## config.mk

```make
export PLATFORM = sky130hd
export DESIGN_NAME = spi_controller
export DESIGN_NICKNAME = d
export VERILOG_FILES = /design/src/rtl/spi_pkg.sv /design/src/rtl/spi_tick_gen.sv /design/src/rtl/spi_controller.sv
export SDC_FILE = /design/constraint.sdc
export NUM_CORES = 1
export LEC_CHECK = 0
export ABC_AREA = 1
export CORE_ASPECT_RATIO = 0.75
export CORE_UTILIZATION = 61
export CTS_BUF_LIST = sky130_fd_sc_hd__clkbuf_8
export CTS_CLUSTER_SIZE = 14
export DETAILED_ROUTE_END_ITERATION = 10
export GPL_TIMING_DRIVEN = 0
export MAX_ROUTING_LAYER = met4
export PLACE_DENSITY = 0.87
export SLEW_MARGIN = 0
export SYNTH_ARGS = -nofsm -noshare
export SYNTH_HDL_FRONTEND = slang
export SYNTH_SLANG_ARGS = --single-unit
```

## constraint.sdc

```tcl
create_clock -name clk -period 5 [get_ports clk]
set_clock_uncertainty 0.2 [all_clocks]
set_input_delay 1 -clock clk [delete_from_list [all_inputs] [get_ports clk]]
set_output_delay 1 -clock clk [all_outputs]
set_load 0.02 [all_outputs]
```

## src/rtl/spi_pkg.sv

```systemverilog
// Shared SPI frame definitions used by the controller and the peripheral side.
package spi_pkg;

   localparam int unsigned FRAME_BITS = 16;
   localparam int unsigned ADDR_W     = 7;
   localparam int unsigned DATA_W     = 8;
   localparam int unsigned HP_CNT_W   = 8;
   localparam int unsigned BIT_CNT_W  = 5;

   typedef enum logic [2:0] {
      ST_IDLE,
      ST_SETUP,
      ST_SHIFT,
      ST_HOLD,
      ST_GAP
   } spi_state_e;

   typedef struct packed {
      logic              rw;
      logic [ADDR_W-1:0] addr;
      logic [DATA_W-1:0] data;
   } spi_frame_t;

endpackage

```

## src/rtl/spi_tick_gen.sv

```systemverilog
// Half-period tick generator: one-cycle tick every CLK_DIV cycles while enabled.
module spi_tick_gen
   import spi_pkg::*;
#(
   parameter int unsigned CLK_DIV = 4
) (
   input  logic clk,
   input  logic rst_n,
   input  logic en,
   output logic tick_c
);

   localparam logic [HP_CNT_W-1:0] LAST = HP_CNT_W'(CLK_DIV - 1);

   logic [HP_CNT_W-1:0] cnt_q;
   logic [HP_CNT_W-1:0] cnt_d;

   // Count 0..CLK_DIV-1 while enabled; held at zero otherwise so the first tick lands CLK_DIV cycles after enable.
   always_comb begin
      cnt_d = '0;
      if (en && (cnt_q != LAST)) begin
         cnt_d = cnt_q + HP_CNT_W'(1);
      end
   end

   // Counter register.
   always_ff @(posedge clk or negedge rst_n) begin
      if (!rst_n) begin
         cnt_q <= '0;
      end else begin
         cnt_q <= cnt_d;
      end
   end

   assign tick_c = en && (cnt_q == LAST);

endmodule

```

## src/rtl/spi_controller.sv

```systemverilog
// SPI mode-0 master issuing one 16-bit {rw, addr, data} frame per accepted start.
module spi_controller
   import spi_pkg::*;
#(
   parameter int unsigned CLK_DIV = 4
) (
   input  logic              clk,
   input  logic              rst_n,
   input  logic              start,
   input  logic              rw,
   input  logic [ADDR_W-1:0] addr,
   input  logic [DATA_W-1:0] wdata,
   input  logic              cipo,
   output logic              sclk,
   output logic              copi,
   output logic              ncs,
   output logic              busy,
   output logic              done,
   output logic [DATA_W-1:0] rdata
);

   localparam logic [BIT_CNT_W-1:0] LAST_BIT  = BIT_CNT_W'(FRAME_BITS);
   localparam logic [BIT_CNT_W-1:0] HDR_BITS  = BIT_CNT_W'(ADDR_W + 1);
   localparam logic [3:0]           TOP_INDEX = 4'(FRAME_BITS - 1);

   spi_state_e              state_q, state_d;
   spi_frame_t              frame_q, frame_d;
   logic [BIT_CNT_W-1:0]    bit_cnt_q, bit_cnt_d;
   logic [DATA_W-1:0]       shadow_q, shadow_d;
   logic [DATA_W-1:0]       rdata_q, rdata_d;
   logic                    sclk_q, sclk_d;
   logic                    copi_q, copi_d;
   logic                    ncs_q, ncs_d;
   logic                    busy_q, busy_d;
   logic                    done_q, done_d;
   logic [FRAME_BITS-1:0]   frame_bits;
   logic                    tick_c;

   assign frame_bits = frame_q;

   spi_tick_gen #(
      .CLK_DIV (CLK_DIV)
   ) u_tick_gen (
      .clk    (clk),
      .rst_n  (rst_n),
      .en     (state_q != ST_IDLE),
      .tick_c (tick_c)
   );

   // Next-state and output decode; every half-period tick advances the SPI waveform by one step.
   always_comb begin
      state_d   = state_q;
      frame_d   = frame_q;
      bit_cnt_d = bit_cnt_q;
      shadow_d  = shadow_q;
      rdata_d   = rdata_q;
      sclk_d    = sclk_q;
      copi_d    = copi_q;
      ncs_d     = ncs_q;
      busy_d    = busy_q;
      done_d    = 1'b0;

      case (state_q)
         ST_IDLE: begin
            if (start) begin
               frame_d.rw   = rw;
               frame_d.addr = addr;
               frame_d.data = rw ? wdata : '0;
               copi_d       = rw;
               ncs_d        = 1'b0;
               busy_d       = 1'b1;
               bit_cnt_d    = '0;
               state_d      = ST_SETUP;
            end
         end
         ST_SETUP: begin
            if (tick_c) begin
               sclk_d    = 1'b1;
               bit_cnt_d = BIT_CNT_W'(1);
               state_d   = ST_SHIFT;
            end
         end
         ST_SHIFT: begin
            if (tick_c) begin
               if (sclk_q) begin
                  sclk_d = 1'b0;
                  if (bit_cnt_q == LAST_BIT) begin
                     state_d = ST_HOLD;
                  end else begin
                     copi_d = frame_bits[TOP_INDEX - bit_cnt_q[3:0]];
                  end
               end else begin
                  sclk_d    = 1'b1;
                  bit_cnt_d = bit_cnt_q + BIT_CNT_W'(1);
                  // Data phase of a read: pulses 9..16 carry the peripheral's reply.
                  if (!frame_q.rw && (bit_cnt_q >= HDR_BITS)) begin
                     shadow_d = {shadow_q[DATA_W-2:0], cipo};
                  end
               end
            end
         end
         ST_HOLD: begin
            if (tick_c) begin
               ncs_d   = 1'b1;
               copi_d  = 1'b0;
               state_d = ST_GAP;
            end
         end
         ST_GAP: begin
            if (tick_c) begin
               busy_d  = 1'b0;
               done_d  = 1'b1;
               state_d = ST_IDLE;
               if (!frame_q.rw) begin
                  rdata_d = shadow_q;
               end
            end
         end
         default: begin
            state_d = ST_IDLE;
         end
      endcase
   end

   // State and output registers; reset aborts any frame in flight.
   always_ff @(posedge clk or negedge rst_n) begin
      if (!rst_n) begin
         state_q   <= ST_IDLE;
         frame_q   <= '0;
         bit_cnt_q <= '0;
         shadow_q  <= '0;
         rdata_q   <= '0;
         sclk_q    <= 1'b0;
         copi_q    <= 1'b0;
         ncs_q     <= 1'b1;
         busy_q    <= 1'b0;
         done_q    <= 1'b0;
      end else begin
         state_q   <= state_d;
         frame_q   <= frame_d;
         bit_cnt_q <= bit_cnt_d;
         shadow_q  <= shadow_d;
         rdata_q   <= rdata_d;
         sclk_q    <= sclk_d;
         copi_q    <= copi_d;
         ncs_q     <= ncs_d;
         busy_q    <= busy_d;
         done_q    <= done_d;
      end
   end

   assign sclk  = sclk_q;
   assign copi  = copi_q;
   assign ncs   = ncs_q;
   assign busy  = busy_q;
   assign done  = done_q;
   assign rdata = rdata_q;

endmodule

```

After elaboration in Yosys (flattened, before gate mapping)
Index checks and enable logic that the tools add are counted.
{"block": "op_classes", "addsub": 3, "magnitude_cmp": 2, "eq_ne": 16, "n_mux": 33, "bitwise": 2, "n_reduce_logical": 20}
{"operator": "$mux 3", "n": 7}
{"operator": "$mux 5", "n": 4}
{"operator": "$ne 2x2->1 const B", "n": 9}
{"operator": "$mux 8", "n": 2}
{"operator": "$pmux 3 s5", "n": 1}
{"operator": "$pmux 5 s3", "n": 1}
{"operator": "$mux 1", "n": 13}
{"operator": "$reduce_and 3->1", "n": 4}
{"operator": "$reduce_bool 3->1", "n": 3}
{"operator": "$add 8x1->8 const B", "n": 1}
{"operator": "$eq 8x2->1 const B", "n": 1}
{"operator": "$ne 8x2->1 const B", "n": 1}
{"operator": "$reduce_and 7->1", "n": 1}
{"operator": "$eq 3x2->1 const B", "n": 2}
{"operator": "$pmux 1 s2", "n": 3}
{"operator": "$reduce_and 6->1", "n": 1}
{"operator": "$reduce_bool 2->1", "n": 3}
{"operator": "$add 5x1->5 const B", "n": 1}
{"operator": "$eq 5x5->1 const B", "n": 1}
{"operator": "$ge 5x4->1 const B", "n": 1}
{"operator": "$lt 4x5->1 const B", "n": 1}
{"operator": "$reduce_and 5->1", "n": 1}
{"operator": "$bmux 1 s4", "n": 1}
{"operator": "$reduce_and 4->1", "n": 1}
{"operator": "other kinds (9)", "n": 12}
{"block": "totals", "reg_bits": 53, "out_inout_bits": 13, "word_cells": 89}

Longest topological paths before layout
{"block": "depth", "ltp_word": 7, "ltp_mapped": 10, "mapped_depth_nobuf": 10}

By module
Synthesis repeated with hierarchy kept, for this count alone.
{"block": "hier_totals", "hier_cells": 318, "hier_area_um2": 2590.0}
{"mod": "spi_controller", "instances": 1, "cells_per_inst": 262, "area_each_um2": 2154.6}
{"mod": "spi_tick_gen", "instances": 1, "cells_per_inst": 56, "area_each_um2": 435.4}

Least setup slack after synthesis
OpenSTA, ideal clock, no wires.
{"block": "synth_timing", "kind": "input-to-reg", "startpoint": "input port start", "endpoint": "register bit_cnt_q[2]", "setup_ps": 121, "arrival_ps": 1612, "required_ps": 4679, "slack_ps": 3067, "cell_stages": 9, "cell_sequence": "inv_1 -> nand3_1 -> nand2_1 -> inv_1 -> nand2_1 -> nor2_4 -> inv_1 -> nand2_1 -> o21ai_1"}
{"block": "synth_via", "elab_chain_cells": 2}
{"item": "start, declared", "line_no": "spi_controller.sv:9", "text": "input logic start,"}
{"item": "$ne 2x2->1 (no line)"}
{"item": "$reduce_and 5->1 (no line)"}
{"item": "end signal, assigned", "line_no": "spi_controller.sv:141", "text": "bit_cnt_q <= bit_cnt_d;"}
{"item": "end, declared", "line_no": "spi_controller.sv:28", "text": "logic [BIT_CNT_W-1:0] bit_cnt_q, bit_cnt_d;"}
No other way between the ends.
A chain may end at the register's enable or synchronous reset.

Final worst setup path
{"block": "layout_timing", "startpoint": "register ncs_q (netlist: ncs)", "endpoint": "output port ncs"}
{"item": "start, declared", "line_no": "spi_controller.sv:33", "text": "logic ncs_q, ncs_d;"}
{"item": "start signal, assigned", "line_no": "spi_controller.sv:146", "text": "ncs_q <= ncs_d;"}
{"item": "end, declared", "line_no": "spi_controller.sv:16", "text": "output logic ncs,"}
No word-level cell between the ends.

==> reports/qor.yml <==
status:
  status: "completed"
setup_path:
  path_buf_inv: 1
  reg2reg_from: "u_tick_gen.cnt_q[0]"
  rr_worst_depth: 9
  crit_slowest_cell: "clkdlybuf4s50_1"
  worstReg2RegEnd: "rdata[6]"
  path_cells: "clkdlybuf4s50_1"
  critical_path_class: "flop to primary output"
  cp.required_ps: 3800
  cpPeakStageDelay_ps: 600
  cp_top_family: "buffers and inverters"
  crit_path_start_kind: "flop"
  end_kind: "primary output"
  worstPathArrival_ps: 1440
  cp_max_fo: 2
  reg2reg_slack_ps: 3060
grt:
  grt_usage_pct: 28.3
  grt_max_degree: 38
  grt_pass1_vias: 2046
  antenna_found_initial: 0
  grt_pass1_wl_um: 9320
  grt.overflow.total: 0
sta:
  hold_violations: 0
  fin_tns_setup_ps: 0
  min_period_ps: 2640
  rsz0062_at_grt: "no"
  clock.fmax_mhz: 378
  finalMaxSlewViolations: 0
  maxSlewHeadroom_pct: 67.2
  setup_violations: 0
  tightest_slew_ps: 492
  post-route-period-util_pct: 52.9
clocking:
  cts-root-buf: "clkbuf_8"
  cts_resized: 0
  clkTransAtPathRegs_ps: 90
  cts_sinks: 53
  numCtsBuffers: 5
  tritoncts: "built"
  clock_latency_ps: 310
  cts_max_level: 2
  cts_setup_buffers: 0
  clk_path_buf_depth: 2
  cts_hold_buf: 0
detailed_routing:
  antenna_left: 0
  routed_wl_um: 5240
  vias_per_cell: 5.28
  dr.pass1.iters: 4
  drc: 0
  drt_iter0_markers: 156
  vias: 2161
  wl_per_cell_um: 12.8
pwr:
  p_per_area_mw_per_mm2: 473
  ir_drop_mv: 0.295
  cellLeakagePower_nw: 1.44
synth:
  avgSynthCellArea_sq_um: 8.04
  ys_ff_latch: 53
  ys_warn_count: 0
  synth_area_sq_mm: 0.00255
  syn-num-nets: 340
  ys_seq_area_share_pct: 52.1
  ys_types: 28
  syn_inst: 317
finish:
  stdcell_count: 409
  fillers: 259
  diodes: 0
  drive_gt1_share_pct: 8.12
  final_util_pct: 79.2
  area_delta_synth_final_pct: 18.8
  nets: 379
min_path:
  holdPathStages: 2
  worstHoldPathType: "flop to flop"
  worstHoldEndpoint: "frame_bits[13]"
  min_from: "frame_bits[13]"
die:
  core.rowCount: 19
  ios: 33
  dieArea_sq_mm: 0.00445
  core_sq_mm: 0.00383
  fp.dieW_um: 76.7
  chipHeight_um: 58.0
  initial_utilization_pct: 66.6
place:
  hpwl_um: 3850
  portBuffers: 31
  place_congestion: 0.926
  dp_cells: 401
flow_run:
  drv_cap: 0
-- flip-flops by register name (all words and copies together) (netlist names) --
name and flops:
frame_bits 16, rdata 8, shadow_q 8, u_tick_gen.cnt_q 8, bit_cnt_q 5, state_q 3, busy 1, copi 1
done 1, ncs 1, sclk 1
-- cell type report --
type	count	area, sq um	share of cell area [%]
plain buffers	7	42.5	1.40
clock buffers	5	68.8	2.27
clock inverters	3	21.3	0.702
inverters	45	169	5.57
multi-input cells	212	1010	33.4
flip-flops and latches	53	1330	43.8
well taps	52	65.1	2.15
repair buffers	32	325	10.7
-- layout by cell type, fill, tap and decap left out, types with 2 or more instances in the layout --
cell	instances
nand2_2	3
nand2_1	87
clkbuf_1	3
xor2_1	3
nor3_1	3
inv_2	2
a21oi_1	6
dfrtp_1	52
nor2_2	4
buf_4	2
nor3b_1	2
ha_1	3
nand3_1	30
clkdlybuf4s50_1	30
clkbuf_8	5
o21ai_1	16
inv_1	42
nor2_4	2
o21ai_0	23
nor2_1	24
buf_2	2
-- cells by family after synthesis --
group	share of synthesized area, %
buffers and inverters	8.29
DFF	52.1
and+or+nand+nor	27.4
AOI/OAI and AO/OA	9.76
adders and majority gates	1.47
xor gates and xnor gates	1.03
-- worst max path at each step --
stage | endpoint | cells after the start | slack [ps] | start
2_1_floorplan | bit_cnt_q[2] | 9 | 3070 | start
6_report | ncs | 1 | 2360 | ncs
3_5_place_dp | frame_bits[0] | 6 | 2400 | start
4_1_cts | ncs | 1 | 2340 | ncs
3_3_place_gp | rdata[5] | 1 | 1170 | rst_n
5_1_grt | ncs | 1 | 2320 | ncs
-- per-layer routing --
metal / share of wire (%) / track usage (%) / vias to the layer above / wire length [um]
met3: 6.6 / 4.57 / 6 / 346
met4: 1.2 / 8.79 / 0 / 62
met5: 0 / - / - / 0
li1: - / - / 1080 / -
met1: 47 / 40.0 / 1010 / 2460
met2: 45 / 42.5 / 65 / 2370
-- cell usage after synthesis (all sizes together) --
library cell	instances	area share, %
a22oi	1	0.29
or2	1	0.25
dfstp	1	1.0
clkinv	1	0.15
buf	4	1.2
xor2	3	1.0
inv	44	6.5
clkbuf	3	0.44
o21ai	39	7.7
nor3	3	0.59
nor3b	2	0.59
a21oi	7	1.5
nand3b	1	0.29
nor2	30	5.4
a21boi	1	0.29
nand3	30	5.9
nand2	90	14
ha	3	1.5
dfrtp	52	51
nand4	1	0.83
-- power breakdown --
group	leakage, nW	internal [mW]	switching, mW
clock network	0.0445	0.0996	0.145
logic	0.703	0.202	0.393
registers	0.696	0.531	0.0614
-- metrics by stage --
| step | total power, mW | area [sq um] | hold slack, ps | setup slack (ps) |
|---|---|---|---|---|
| CTS | 1.43 | 3030 | 278 | 2340 |
| detailed placement | 1.19 | 2940 | 255 | 2400 |
| global route | 1.56 | 3030 | 295 | 2320 |
| global placement | 1.17 | 2930 | 250 | 1170 |
| finish | 1.43 | 3030 | 275 | 2360 |
| floorplan | 1.02 | 2550 | 233 | 3070 |
Power figures use the tool's default switching activity.
